===== config.mk =====
export PLATFORM = sky130hd
export DESIGN_NAME = ps2_key_sequencer
export DESIGN_NICKNAME = d
export VERILOG_FILES = /design/src/rtl/ps2_pkg.sv /design/src/rtl/ps2_evt_fifo.sv /design/src/rtl/ps2_key_sequencer.sv
export SDC_FILE = /design/constraint.sdc
export NUM_CORES = 1
export LEC_CHECK = 0
export ABC_AREA = 1
export BUFFER_PORTS_ARGS = -buffer_cell sky130_fd_sc_hd__buf_2
export CORE_AREA = 2 2 124 90
export CTS_BUF_LIST = sky130_fd_sc_hd__clkbuf_2
export DETAILED_ROUTE_END_ITERATION = 12
export DIE_AREA = 0 0 126 92
export SETUP_SLACK_MARGIN = 0.4
export SKIP_LAST_GASP = 1
export SYNTH_ARGS = -nofsm -noshare
export SYNTH_HDL_FRONTEND = slang
export SYNTH_SLANG_ARGS = --single-unit

===== constraint.sdc =====
create_clock -name clk -period 3.1 [get_ports clk]
set_input_delay 0.155 -clock clk [delete_from_list [all_inputs] [get_ports clk]]
set_output_delay 0.155 -clock clk [all_outputs]
set_load 0.02 [all_outputs]

===== src/rtl/ps2_pkg.sv =====
// rtl/ps2_pkg.sv - shared scan-code constants, sequencer states and key event type
package ps2_pkg;

    localparam logic [7:0] SC_EXT   = 8'hE0;
    localparam logic [7:0] SC_BRK   = 8'hF0;
    localparam logic [7:0] SC_LEFT  = 8'h6B;
    localparam logic [7:0] SC_RIGHT = 8'h74;

    typedef enum logic [1:0] {
        ST_IDLE,
        ST_EXT,
        ST_BRK,
        ST_EXT_BRK
    } seq_state_e;

    typedef struct packed {
        logic [7:0] code;
        logic       ext;
        logic       rel;
    } key_evt_t;

endpackage


===== src/rtl/ps2_evt_fifo.sv =====
// rtl/ps2_evt_fifo.sv - synchronous FIFO of key events, write accepted when full if a read frees a slot
module ps2_evt_fifo
    import ps2_pkg::*;
#(
    parameter int DEPTH = 4
) (
    input  logic     clk,
    input  logic     rst,
    input  logic     wr_en,
    input  key_evt_t wr_data,
    input  logic     rd_en,
    output key_evt_t rd_data,
    output logic     full,
    output logic     empty
);

    localparam int AW = $clog2(DEPTH);
    localparam logic [AW:0] FULL_CNT = (AW+1)'(DEPTH);

    key_evt_t        mem_q [DEPTH];
    logic [AW-1:0]   wr_ptr_q, rd_ptr_q;
    logic [AW:0]     count_q;
    logic            do_wr, do_rd;

    assign full    = (count_q == FULL_CNT);
    assign empty   = (count_q == '0);
    assign do_rd   = rd_en & ~empty;
    assign do_wr   = wr_en & (~full | do_rd);
    assign rd_data = mem_q[rd_ptr_q];

    always_ff @(posedge clk or posedge rst) begin
        if (rst) begin
            for (int i = 0; i < DEPTH; i++) mem_q[i] <= '0;
            wr_ptr_q <= '0;
            rd_ptr_q <= '0;
            count_q  <= '0;
        end else begin
            if (do_wr) begin
                mem_q[wr_ptr_q] <= wr_data;
                wr_ptr_q        <= wr_ptr_q + 1'b1;
            end
            if (do_rd) rd_ptr_q <= rd_ptr_q + 1'b1;
            case ({do_wr, do_rd})
                2'b10:   count_q <= count_q + 1'b1;
                2'b01:   count_q <= count_q - 1'b1;
                default: count_q <= count_q;
            endcase
        end
    end

endmodule


===== src/rtl/ps2_key_sequencer.sv =====
// rtl/ps2_key_sequencer.sv - PS/2 scan-code prefix decoder, held-arrow tracking and event queue
// Optional PS2_TYPEMATIC_FILTER_EN: drop repeat makes of tracked keys while already held.
module ps2_key_sequencer
    import ps2_pkg::*;
#(
    parameter int         FIFO_DEPTH     = 4,
    parameter int         PREFIX_TIMEOUT = 250000,
    parameter logic [7:0] LEFT_CODE      = SC_LEFT,
    parameter logic [7:0] RIGHT_CODE     = SC_RIGHT
) (
    input  logic       clk,
    input  logic       rst,
    input  logic       rx_valid,
    input  logic [7:0] rx_byte,
    input  logic       rx_error,
    output logic       evt_valid,
    input  logic       evt_ready,
    output logic [7:0] evt_code,
    output logic       evt_ext,
    output logic       evt_release,
    output logic       held_left,
    output logic       held_right,
    output logic       overflow,
    input  logic       ovf_clear,
    output logic [7:0] err_count
);

    localparam int TW = $clog2(PREFIX_TIMEOUT + 1);
    localparam logic [TW-1:0] TMO_MAX = TW'(PREFIX_TIMEOUT - 1);

    seq_state_e    state_q, state_d;
    logic [TW-1:0] tmo_q, tmo_d;
    logic          byte_ok, is_prefix, gen, suppress;
    key_evt_t      gen_evt, push_evt_q, head;
    logic          push_q, pop, fifo_full, fifo_empty;
    logic          held_left_q, held_left_d, held_right_q, held_right_d;
    logic          ovf_q, ovf_d;
    logic [7:0]    err_q, err_d;

    assign byte_ok   = rx_valid & ~rx_error;
    assign is_prefix = (rx_byte == SC_EXT) || (rx_byte == SC_BRK);

    always_ff @(posedge clk or posedge rst) begin
        if (rst) begin
            state_q <= ST_IDLE;
            tmo_q   <= '0;
        end else begin
            state_q <= state_d;
            tmo_q   <= tmo_d;
        end
    end

    // An accepted byte always takes priority over a timeout in the same cycle.
    always_comb begin
        state_d       = state_q;
        tmo_d         = tmo_q;
        gen           = 1'b0;
        gen_evt.code  = rx_byte;
        gen_evt.ext   = 1'b0;
        gen_evt.rel   = 1'b0;
        if (rx_valid && rx_error) begin
            state_d = ST_IDLE;
            tmo_d   = '0;
        end else if (byte_ok) begin
            tmo_d = '0;
            case (state_q)
                ST_IDLE: begin
                    if (rx_byte == SC_EXT)      state_d = ST_EXT;
                    else if (rx_byte == SC_BRK) state_d = ST_BRK;
                    else                        gen = 1'b1;
                end
                ST_EXT: begin
                    if (rx_byte == SC_BRK)      state_d = ST_EXT_BRK;
                    else if (rx_byte == SC_EXT) state_d = ST_EXT;
                    else begin
                        gen         = 1'b1;
                        gen_evt.ext = 1'b1;
                        state_d     = ST_IDLE;
                    end
                end
                ST_BRK: begin
                    gen         = ~is_prefix;
                    gen_evt.rel = 1'b1;
                    state_d     = ST_IDLE;
                end
                default: begin
                    gen         = ~is_prefix;
                    gen_evt.ext = 1'b1;
                    gen_evt.rel = 1'b1;
                    state_d     = ST_IDLE;
                end
            endcase
        end else if (state_q != ST_IDLE) begin
            if (tmo_q == TMO_MAX) begin
                state_d = ST_IDLE;
                tmo_d   = '0;
            end else begin
                tmo_d = tmo_q + 1'b1;
            end
        end
    end

    always_comb begin
        held_left_d  = held_left_q;
        held_right_d = held_right_q;
        if (gen && rx_byte == LEFT_CODE)  held_left_d  = ~gen_evt.rel;
        if (gen && rx_byte == RIGHT_CODE) held_right_d = ~gen_evt.rel;
`ifdef PS2_TYPEMATIC_FILTER_EN
        suppress = ~gen_evt.rel &
                   (((rx_byte == LEFT_CODE) & held_left_q) |
                    ((rx_byte == RIGHT_CODE) & held_right_q));
`else
        suppress = 1'b0;
`endif
        ovf_d = ovf_q;
        if (ovf_clear)                        ovf_d = 1'b0;
        if (push_q && fifo_full && !pop)      ovf_d = 1'b1;
        err_d = err_q;
        if (rx_valid && rx_error && err_q != 8'hFF) err_d = err_q + 8'd1;
    end

    always_ff @(posedge clk or posedge rst) begin
        if (rst) begin
            held_left_q  <= 1'b0;
            held_right_q <= 1'b0;
            push_q       <= 1'b0;
            push_evt_q   <= '0;
            ovf_q        <= 1'b0;
            err_q        <= '0;
        end else begin
            held_left_q  <= held_left_d;
            held_right_q <= held_right_d;
            push_q       <= gen & ~suppress;
            push_evt_q   <= gen_evt;
            ovf_q        <= ovf_d;
            err_q        <= err_d;
        end
    end

    assign pop = ~fifo_empty & evt_ready;

    ps2_evt_fifo #(.DEPTH(FIFO_DEPTH)) u_fifo (
        .clk     (clk),
        .rst     (rst),
        .wr_en   (push_q),
        .wr_data (push_evt_q),
        .rd_en   (pop),
        .rd_data (head),
        .full    (fifo_full),
        .empty   (fifo_empty)
    );

    assign evt_valid   = ~fifo_empty;
    assign evt_code    = head.code;
    assign evt_ext     = head.ext;
    assign evt_release = head.rel;
    assign held_left   = held_left_q;
    assign held_right  = held_right_q;
    assign overflow    = ovf_q;
    assign err_count   = err_q;

endmodule


==> run_results.csv, run 1 <==
group,metric,value,unit
outcome,status,"completed",
worst_setup_path,startpoint,"u_fifo.rd_ptr_q[1]$_DFFE_PP0P_",
worst_setup_path,crit_path_end_kind,"primary output",
global_routing,overflow,0,
yosys,yosys.area.top_type,"dfrtp_1",
route,dr.pass1.iters,4,
yosys,synth_top_family_by_area,"simple AND/OR/NAND/NOR gates",
yosys,synth-adder-area-share,2.47,%
yosys,synth_simple_gate_area_share,20.0,%
place,placed_area,0.00467,sq mm
yosys,post_synth_num_cell_types,31,
global_routing,grt_pass1_wl,15.2,mm
yosys,synth_xor_area_share,3.02,%
yosys,synth_flop_cell,"dfrtp_1",
timing,maxSlewViolCount,0,
floorplan,initial_core_util,41.2,%
yosys,synth_compound_area_share,7.22,%
floorplan,die_h,92,microns
global_routing,grt_pass1_vias,3110,
yosys,synthArstFlopShare,100,%
yosys,syn_area_per_cell,9.54,sq um
timing,finalSetupViolations,0,
global_routing,track_usage,16.5,%
finish,nNetsFinal,534,
power_and_ir_drop,intPower,2.33,mW
cts,clock_tree.root_cell,"clkbuf_2",
hold_path,worstHoldPathType,"in -> async",
cts,htreeDepth,3,
finish,area_growth,13.7,%
cts,cts_sinks,89,
timing,tns,0,ns
worst_setup_path,ff2ff_path_depth,9,
finish,fin_area,0.00495,sq mm
timing,fin_crit,2.27,ns
route,wl_met2,4.12,mm
timing,fin_worst_skew,0.0258,ns
place,io_buffers,35,
floorplan,rows,32,
route,wire_per_inst,13.7,microns
cts,cts.repair.resized,0,
timing,max_clock_freq,441,MHz
route,post-route-drc-count,0,
yosys,synth.area.top_cells,"dfrtp_1 51%, mux2_2 8.3%, nand2_1 6.9%",
worst_setup_path,r2r-end,"u_fifo.count_q[2]$_DFFE_PP0P_",
yosys,postSynthCellCount,456,
yosys,synth-edff-count,0,
route,ant_nets,0,
cts,cts_buffers,9,
power_and_ir_drop,power.leakage,2.42,nW
yosys,ys_ff_latch,89,
place,dp_cells,622,
cts,clk_latency,0.57,ns
finish,num_antenna_cells,0,
finish,drive_gt1_share,19.7,%
floorplan,core,0.0106,sq mm
worst_setup_path,start_kind,"register",
flow_run,drv_cap,0,
power_and_ir_drop,ir_drop,0.347,mV
power_and_ir_drop,powerDensity,765,mW/mm^2
route,dr_total_vias,3172,
power_and_ir_drop,power.switching,1.45,mW
place,hpwl,6.09,mm
worst_setup_path,reg2reg_from,"u_fifo.count_q[0]$_DFFE_PP0P_",
yosys,synth_nets,478,
yosys,synth_most_common_cell,"dfrtp_1",
route,drt_iter0_drc,148,
power_and_ir_drop,p_clk_share,17.6,%
global_routing,antenna_found_initial,0,
route,routed_wl,8.92,mm
worst_setup_path,cp_data_arrival_time,2.11,ns
floorplan,die_x,126,microns
floorplan,io_pins,36,
floorplan,die_area,0.0116,sq mm
cts,cts_tree,"done",
timing,hold_slack,0.136,ns
cts,clkTransAtPathRegs,0.24,ns
yosys,yosysTopAreaCellShare,51.2,%
route,dr.max_layer_used,"met4",
route,wl_met1,4.39,mm
worst_setup_path,path_class,"reg -> out",
power_and_ir_drop,swShare,38.4,%
timing,rsz0062_at_grt,"no",
timing,tightest_slew,0.842,ns
timing,hold_viol_final,0,
yosys,syn-cell-area,0.00435,sq mm
yosys,synthTopCellsByCount,"89 x dfrtp_1, 80 x nand2_1, 58 x nor2_1",
timing,post-route-period-util,73.2,%
timing,maxSlewHeadroom,43.7,%
route,via_per_inst,4.86,
yosys,yosys_warnings,0,
worst_setup_path,cp_max_fo,13,
finish,n_fill_cell,1020,
yosys,synth_mux_area_share,10.4,%
power_and_ir_drop,power.share.combinational,37.9,%
finish,instances_no_fill,653,
worst_setup_path,crit_required,2.94,ns
place,gp_congestion,0.876,
power_and_ir_drop,pwr-share-seq,44.5,%
cts,clk_path_buf_depth,2,
yosys,yosysSeqAreaShare,51.2,%
worst_setup_path,cp-endpoint,"evt_release",
global_routing,grt_max_degree,37,
route,wl_met3,369,microns
worst_setup_path,r2r_setup_slack,1.11,ns
## state kept, by name, summed over array words and instances, names as in the netlist, 2 cells and up
| signal | cells |
|---|---|
| err_count | 8 |
| push_evt_q | 10 |
| state_q | 2 |
| tmo_q | 18 |
| u_fifo.count_q | 3 |
| u_fifo.mem_q | 40 |
| u_fifo.rd_ptr_q | 2 |
| u_fifo.wr_ptr_q | 2 |
## layout make-up
| type | count | area [sq um] | share of cell area [%] |
|---|---|---|---|
| Clock buffer | 10 | 50.0 | 1.01 |
| Clock inverter | 6 | 82.6 | 1.67 |
| Inverter | 52 | 196 | 3.97 |
| Multi-Input combinational cell | 307 | 1870 | 37.9 |
| Sequential cell | 89 | 2230 | 45.0 |
| Tap cell | 136 | 170 | 3.44 |
| Timing Repair Buffer | 53 | 348 | 7.03 |
## power by group through the flow
stage                     clock [mW]  sequential, mW  combinational [mW]
after detailed placement           0            1.71                1.43
after floorplan                    0            1.70                1.05
after CTS                      0.689            1.69                1.45
final                          0.665            1.69                1.44
after global routing           0.737            1.74                1.59
after global placement             0            1.70                1.40
## through the flow
stage / power (mW) / utilization (%) / setup WS (ns)
final: 3.79 / 46.8 / 0.831
after global placement: 3.10 / 44.1 / 1.15
after detailed placement: 3.15 / 44.1 / 1.11
after floorplan: 2.75 / - / 0.638
after CTS: 3.83 / 46.8 / 0.755
after global routing: 4.07 / 46.8 / 0.659
## critical path, stage by stage (launching register included)
cell and delay [ns]:
dfrtp_1 0.56, inv_1 0.42, o21ai_0 0.17, o22ai_1 0.19
buf_2 0.20
## repair_timing
action	4_1_cts	5_1_grt
hold buffers	15	0
setup buffers	0	0
hold endpoints to repair	54	0
## layer usage
layer  vias up  GRT usage, %
met3         4          4.90
met2        60          25.7
met4         0          3.75
met5         -             0
li1       1599             -
met1      1509          22.9
## cell families (layout without fill, tap and decap cells)
| kind of cell | count (synthesis) | count (layout) |
|---|---|---|
| buffers and inverters | 60 | 121 |
| multiplexers | 38 | 38 |
| AO/OA/AOI/OAI | 60 | 60 |
| AND/OR/NAND/NOR | 186 | 186 |
| adder cells (fa/ha/maj) | 8 | 8 |
| flip-flops | 89 | 89 |
| XOR/XNOR | 15 | 15 |
## layout by cell type, fill, tap and decap left out
master / Yosys / layout
o21bai_1: 1 / 1
bufinv_16: 0 / 2
mux2_4: 6 / 6
clkinv_1: 0 / 1
nand2_1: 80 / 80
a21oi_1: 10 / 10
fa_1: 1 / 1
nor3b_1: 1 / 1
nor2_1: 58 / 58
nor3_2: 1 / 1
clkinv_2: 0 / 3
clkbuf_2: 0 / 10
and3_1: 2 / 2
or2_1: 1 / 1
nor2_2: 1 / 1
buf_4: 0 / 3
nor3_1: 11 / 11
ha_1: 7 / 7
buf_2: 1 / 35
mux2_2: 32 / 32
dlygate4sd3_1: 0 / 15
o21ai_0: 40 / 40
o22ai_1: 9 / 9
nor2_8: 4 / 4
nand2_2: 1 / 1
dfrtp_1: 89 / 89
nand3_1: 19 / 19
xor2_1: 9 / 9
nor2_4: 1 / 1
clkinv_4: 0 / 1
nand2_8: 1 / 1
nand3_4: 1 / 1
xnor2_1: 6 / 6
nand4_1: 4 / 4
inv_1: 52 / 51
## how the worst min path moves through the flow
stage / from / endpoint / slack, ns / depth (start not counted)
after CTS: rst / u_fifo.mem_q[20]$_DFFE_PP0P_ / 0.12 / 3
after global routing: rst / u_fifo.mem_q[36]$_DFFE_PP0P_ / 0.12 / 3
after floorplan: rx_byte[0] / push_evt_q[2]$_DFF_PP0_ / 0.19 / 0
after global placement: rst / tmo_q[1]$_DFFE_PP0P_ / 0.25 / 2
after detailed placement: rst / tmo_q[1]$_DFFE_PP0P_ / 0.25 / 2
final: rst / u_fifo.mem_q[28]$_DFFE_PP0P_ / 0.14 / 3
No activity file was read; power rests on OpenSTA's default activity.
==> inputs of run 2 (changes only) <==
--- a/config.mk
+++ b/config.mk
@@ -5,12 +5,12 @@
 export SDC_FILE = /design/constraint.sdc
 export NUM_CORES = 1
 export LEC_CHECK = 0
-export ABC_AREA = 1
+export ABC_AREA = 0
 export BUFFER_PORTS_ARGS = -buffer_cell sky130_fd_sc_hd__buf_2
-export CORE_AREA = 2 2 124 90
+export CORE_AREA = 2 2 118 86
 export CTS_BUF_LIST = sky130_fd_sc_hd__clkbuf_2
 export DETAILED_ROUTE_END_ITERATION = 12
-export DIE_AREA = 0 0 126 92
+export DIE_AREA = 0 0 120 88
 export SETUP_SLACK_MARGIN = 0.4
 export SKIP_LAST_GASP = 1
 export SYNTH_ARGS = -nofsm -noshare
==> constraint.sdc (replaced) <==
create_clock -name clk -period 2 [get_ports clk]
set_input_delay 0.1 -clock clk [delete_from_list [all_inputs] [get_ports clk]]
set_output_delay 0.1 -clock clk [all_outputs]
set_load 0.02 [all_outputs]
==> run_results.csv, run 2 <==
group,metric,value,unit
worst_setup_path,cp_max_fo,5,
yosys,yosys_warnings,0,
worst_setup_path,cp_cell_sequence,"buf_12 -> mux4_2 -> buf_6",
yosys,synth_compound_area_share,3.80,%
route,via_per_inst,5.19,
yosys,synth-adder-area-share,2.70,%
finish,nNetsFinal,421,
worst_setup_path,start_kind,"register",
yosys,post_synth_num_cell_types,44,
place,dp_slack,0.0487,ns
yosys,synthArstFlopShare,100,%
cts,cts_sinks,89,
floorplan,initial_core_util,42.2,%
yosys,syn_area_per_cell,13.0,sq um
cts,clkTransAtPathRegs,0.23,ns
finish,top_register,"u_fifo.mem_q",
place,io_buffers,35,
cts,clk_latency,0.54,ns
cts,cts_tree,"done",
yosys,synth_nets,327,
yosys,synth-edff-count,0,
timing,fin_crit,1.96,ns
yosys,synth.area.top_cells,"dfrtp_1 56%, mux2_2 12%, mux4_2 5.7%",
worst_setup_path,crit_path_end_kind,"primary output",
yosys,synth_top_family_by_area,"multiplexers",
cts,htreeDepth,3,
finish,area_growth,36.7,%
finish,n_fill_cell,752,
yosys,synthTopCellsByCount,"89 x dfrtp_1, 44 x mux2_2, 18 x nand2_1",
finish,drive_gt1_share,45.9,%
finish,layout_commonest_cell,"dfrtp_1",
floorplan,die_x,120,microns
finish,final_cell_mix,"83 x dfrtp_1, 40 x mux2_4, 25 x buf_4",
timing,rsz0062_at_grt,"yes",
timing,maxSlewHeadroom,69.0,%
floorplan,core,0.00942,sq mm
worst_setup_path,critPathTopFamily,"multiplexers",
route,drt_iter0_drc,132,
timing,max_clock_freq,511,MHz
place,placed_area,0.00446,sq mm
timing,hold_viol_final,0,
finish,seqCellArea,0.00223,sq mm
yosys,synth_simple_gate_area_share,12.4,%
worst_setup_path,path_class,"reg -> out",
worst_setup_path,r2r_setup_slack,0.09,ns
worst_setup_path,cp_data_arrival_time,1.86,ns
timing,post-route-period-util,97.9,%
finish,largest_reg_flops,40,
floorplan,io_pins,36,
yosys,syn-cell-area,0.00398,sq mm
finish,multi_input_area,0.00209,sq mm
route,dr_total_vias,2755,
worst_setup_path,slowest_stage,"mux4_2",
hold_path,worstHoldPathType,"in -> async",
global_routing,overflow,0,
route,routed_wl,8.90,mm
cts,clk_path_buf_depth,2,
place,hpwl,5.07,mm
timing,finalSetupViolations,0,
route,dr.pass1.iters,4,
global_routing,antenna_found_initial,0,
worst_setup_path,max_stage_delay,0.54,ns
yosys,synth_most_common_cell,"dfrtp_1",
route,wire_per_inst,16.8,microns
global_routing,track_usage,17.5,%
route,ant_nets,0,
worst_setup_path,crit_required,1.90,ns
finish,top_regs,"u_fifo.mem_q: 40 flops, tmo_q: 18 flops, push_evt_q: 10 flops",
worst_setup_path,critPathBufInv,2,
power_and_ir_drop,power.leakage,2.53,nW
cts,cts_buffers,9,
global_routing,grt_max_degree,90,
timing,maxSlewViolCount,0,
global_routing,grt_pass1_wl,14.2,mm
flow_run,drv_cap,0,
floorplan,rows,30,
yosys,yosysTopAreaCellShare,56.0,%
cts,clock_tree.root_cell,"clkbuf_2",
outcome,status,"completed",
finish,num_antenna_cells,0,
timing,fin_worst_skew,0.0208,ns
timing,tightest_slew,0.465,ns
yosys,yosysSeqAreaShare,56.0,%
yosys,postSynthCellCount,305,
floorplan,die_h,88,microns
power_and_ir_drop,ir_drop,0.648,mV
place,gp_congestion,0.811,
yosys,synth_xor_area_share,4.62,%
finish,fin_area,0.00544,sq mm
timing,fin_ws,0.0427,ns
yosys,ys_ff_latch,89,
yosys,synth_flop_cell,"dfrtp_1",
global_routing,grt_pass1_vias,2821,
yosys,yosys.area.top_type,"dfrtp_1",
floorplan,die_area,0.0106,sq mm
route,post-route-drc-count,0,
yosys,synth_mux_area_share,18.6,%
power_and_ir_drop,powerDensity,1160,mW/mm^2
run 2: report_power, final:
| group | internal [mW] | switching (mW) | total (mW) |
|---|---|---|---|
| logic | 1.67 | 1.15 | 2.82 |
| registers | 2.28 | 0.349 | 2.63 |
| clock network | 0.275 | 0.586 | 0.862 |
run 2: path summary, 6_finish.rpt:
path	from	endpoint	cells after the start
max	u_fifo.rd_ptr_q[0]$_DFFE_PP0P_	evt_code[4]	3
min	rst	u_fifo.mem_q[8]$_DFFE_PP0P_	4
max in group asynchronous	rst	state_q[1]$_DFFE_PP0P_	4
min in group clk	rx_byte[6]	push_evt_q[8]$_DFF_PP0_	2
min reg2reg	err_count[4]$_DFFE_PP0P_	err_count[4]$_DFFE_PP0P_	1
max reg2reg	u_fifo.count_q[1]$_DFFE_PP0P_	u_fifo.count_q[2]$_DFFE_PP0P_	9
run 2: area by class of cell:
cell class	instances	share of cell area, %
timing repair buffer	88	14.7
multi-input combinational	198	38.5
clock inverter	5	0.874
clock buffer	10	0.920
sequential	89	41.1
tap	128	2.94
inverter	13	0.989
run 2: tightest hold or removal path, cell delays in order:
cell and delay [ns]:
dlygate4sd3_1 0.53, buf_2 0.13, clkinvlp_4 0.07, buf_12 0.38
run 2: cells by family (layout without fill, tap and decap cells):
group	Yosys count	in the layout
flip-flops	89	89
AND/OR/NAND/NOR	89	89
multiplexers	56	56
AO/OA/AOI/OAI	23	24
XOR/XNOR	21	21
buffers and inverters	19	116
adder cells (fa/ha/maj)	8	8
run 2: per-stage QoR:
step           total power, mW  TNS [ns]  util (%)  std cells  hold WS (ns)
4_1_cts                   5.88   -0.0504      54.1        523         0.159
3_3_place_gp              4.49         0      47.4        476         0.234
5_1_grt                   6.67    -0.376      57.7        531         0.177
2_1_floorplan             3.99         0         -        305         0.131
3_5_place_dp              4.55         0      47.4        476         0.239
6_report                  6.31         0      57.7        531         0.196
run 2: what timing repair did:
item                                    CTS  global route
buffers inserted                         14             7
resized for setup                        71            60
endpoints found under the setup margin   73            75
cloned                                    4             2
pin swaps                                 3            12
endpoints found under the hold margin   113             0
hold buffers                             14             0
run 2: layer usage:
layer	global-route usage (%)	share of wire (%)
met1	23.5	48
met2	27.6	47
met3	4.88	3.6
met4	6.63	1.7
met5	0	0
==> inputs of run 3 (changes only) <==
--- a/config.mk
+++ b/config.mk
@@ -7,10 +7,10 @@
 export LEC_CHECK = 0
 export ABC_AREA = 0
 export BUFFER_PORTS_ARGS = -buffer_cell sky130_fd_sc_hd__buf_2
-export CORE_AREA = 2 2 118 86
+export CORE_AREA = 2 2 121 88
 export CTS_BUF_LIST = sky130_fd_sc_hd__clkbuf_2
 export DETAILED_ROUTE_END_ITERATION = 12
-export DIE_AREA = 0 0 120 88
+export DIE_AREA = 0 0 123 90
 export SETUP_SLACK_MARGIN = 0.4
 export SKIP_LAST_GASP = 1
 export SYNTH_ARGS = -nofsm -noshare
==> constraint.sdc (replaced) <==
create_clock -name clk -period 1.9 [get_ports clk]
set_input_delay 0.095 -clock clk [delete_from_list [all_inputs] [get_ports clk]]
set_output_delay 0.095 -clock clk [all_outputs]
set_load 0.02 [all_outputs]
==> run_results.csv, run 3 (same netlist as run 2, synthesis figures left out) <==
group,metric,value,unit
outcome,status,"finished, violations left",
outcome,violations,"negative setup slack",
route,ant_nets,0,
place,gp_congestion,0.749,
finish,layout_commonest_cell,"dfrtp_1",
floorplan,initial_core_util,39.8,%
floorplan,die_h,90,microns
floorplan,die_area,0.0111,sq mm
global_routing,antenna_found_initial,0,
finish,top_register,"u_fifo.mem_q",
timing,max_clock_freq,503,MHz
finish,drive_gt1_share,53.5,%
route,drt_iter0_drc,130,
timing,maxSlewViolCount,0,
timing,fin_crit,1.99,ns
global_routing,track_usage,18.5,%
route,routed_wl,9.32,mm
timing,hold_slack,0.0589,ns
global_routing,grt_pass1_wl,15.7,mm
timing,maxSlewHeadroom,63.6,%
route,dr.pass1.iters,4,
worst_setup_path,path_class,"reg -> out",
finish,multi_input_area,0.00220,sq mm
timing,post-route-period-util,105,%
finish,nNetsFinal,441,
power_and_ir_drop,finalPower,6.86,mW
worst_setup_path,crit_required,1.80,ns
global_routing,grt_max_degree,47,
place,io_buffers,35,
cts,cts_sinks,89,
finish,final_cell_mix,"82 x dfrtp_1, 41 x mux2_4, 36 x buf_4",
route,dr_total_vias,2880,
timing,tightest_slew,0.545,ns
finish,top_regs,"u_fifo.mem_q: 40 flops, tmo_q: 18 flops, push_evt_q: 10 flops",
place,placed_area,0.00459,sq mm
place,dp_slack,0.0253,ns
floorplan,core,0.0100,sq mm
finish,fin_area,0.00580,sq mm
finish,n_fill_cell,809,
cts,cts_buffers,9,
timing,hold_viol_final,0,
worst_setup_path,cp_data_arrival_time,1.89,ns
cts,clk_latency,0.59,ns
place,hpwl,5.51,mm
route,via_per_inst,5.18,
worst_setup_path,ff2ff_path_depth,9,
flow_run,drv_cap,0,
timing,tns,-0.377,ns
cts,clk_path_buf_depth,2,
worst_setup_path,start_kind,"register",
floorplan,rows,31,
timing,rsz0062_at_grt,"yes",
global_routing,grt_pass1_vias,3012,
cts,htreeDepth,3,
finish,largest_reg_flops,40,
timing,fin_ws,-0.0868,ns
finish,num_antenna_cells,0,
power_and_ir_drop,power.leakage,2.70,nW
cts,clkTransAtPathRegs,0.28,ns
timing,finalSetupViolations,9,
cts,clock_tree.root_cell,"clkbuf_2",
finish,seqCellArea,0.00224,sq mm
global_routing,overflow,0,
timing,fin_worst_skew,0.0306,ns
worst_setup_path,cp_max_fo,9,
cts,cts_tree,"done",
hold_path,worstHoldPathType,"in -> async",
power_and_ir_drop,ir_drop,0.675,mV
floorplan,io_pins,36,
floorplan,die_x,123,microns
worst_setup_path,crit_path_end_kind,"primary output",
route,wire_per_inst,16.8,microns
power_and_ir_drop,powerDensity,1180,mW/mm^2
finish,area_growth,45.7,%
route,post-route-drc-count,0,
[run 3: cell count changes in the layout (fill, tap and decap cells not counted), sizes merged]
cell	delta
inv	+2
buf	+21
clkbuf	-2
clkinv	-1
clkinvlp	+1
[run 3: critical path: stages (launching register included)]
cell and delay, ns:
dfrtp_2 0.45, buf_12 0.15, mux4_2 0.54, buf_4 0.18
[run 3: through the flow]
step                cells  util, %
finish                556     58.0
global route          556     58.0
CTS                   543     54.6
detailed placement    486     45.9
global placement      486     45.9
floorplan             305        -
[run 3: path summary, 6_finish.rpt]
check | start | end | slack [ns]
max in group asynchronous | rst | u_fifo.mem_q[0]$_DFFE_PP0P_ | 1.18
min in group clk | rx_byte[6] | push_evt_q[8]$_DFF_PP0_ | 0.19
worst min register to register | push_q$_DFF_PP0_ | overflow$_DFFE_PP0P_ | 0.51
worst min-delay path | rst | u_fifo.mem_q[27]$_DFFE_PP0P_ | 0.06
worst max-delay path | u_fifo.rd_ptr_q[0]$_DFFE_PP0P_ | evt_code[4] | -0.09
worst max register to register | u_fifo.count_q[1]$_DFFE_PP0P_ | u_fifo.count_q[2]$_DFFE_PP0P_ | -0.03
[run 3: timing repair]
action                                  in CTS  in global routing
resized for setup                           80                 55
endpoints found under the setup margin      75                 82
pin swaps                                   21                 19
endpoints found under the hold margin      131                  0
gates cloned                                 5                  0
setup buffers                               23                 13
hold buffers                                13                  0
[run 3: cell type report]
class	count	share of cell area (%)
Clock inverter	7	1.36
Clock buffer	9	0.777
Tap cell	132	2.85
Timing Repair Buffer	108	17.6
Sequential cell	89	38.5
Multi-Input combinational cell	198	37.9
Inverter	13	0.928
[run 3: report_power, final]
part	switching [mW]	total, mW	internal (mW)
Combinational	1.26	3.07	1.81
Clock	0.702	1.02	0.318
Sequential	0.367	2.77	2.40
[run 3: routing by layer]
metal	global-route usage, %	vias to the layer above	part of all wire (%)
met2	27.7	43	47
li1	-	1344	-
met4	5.11	0	1.2
met1	26.6	1481	48
met5	0	-	0
met3	4.95	12	3.6
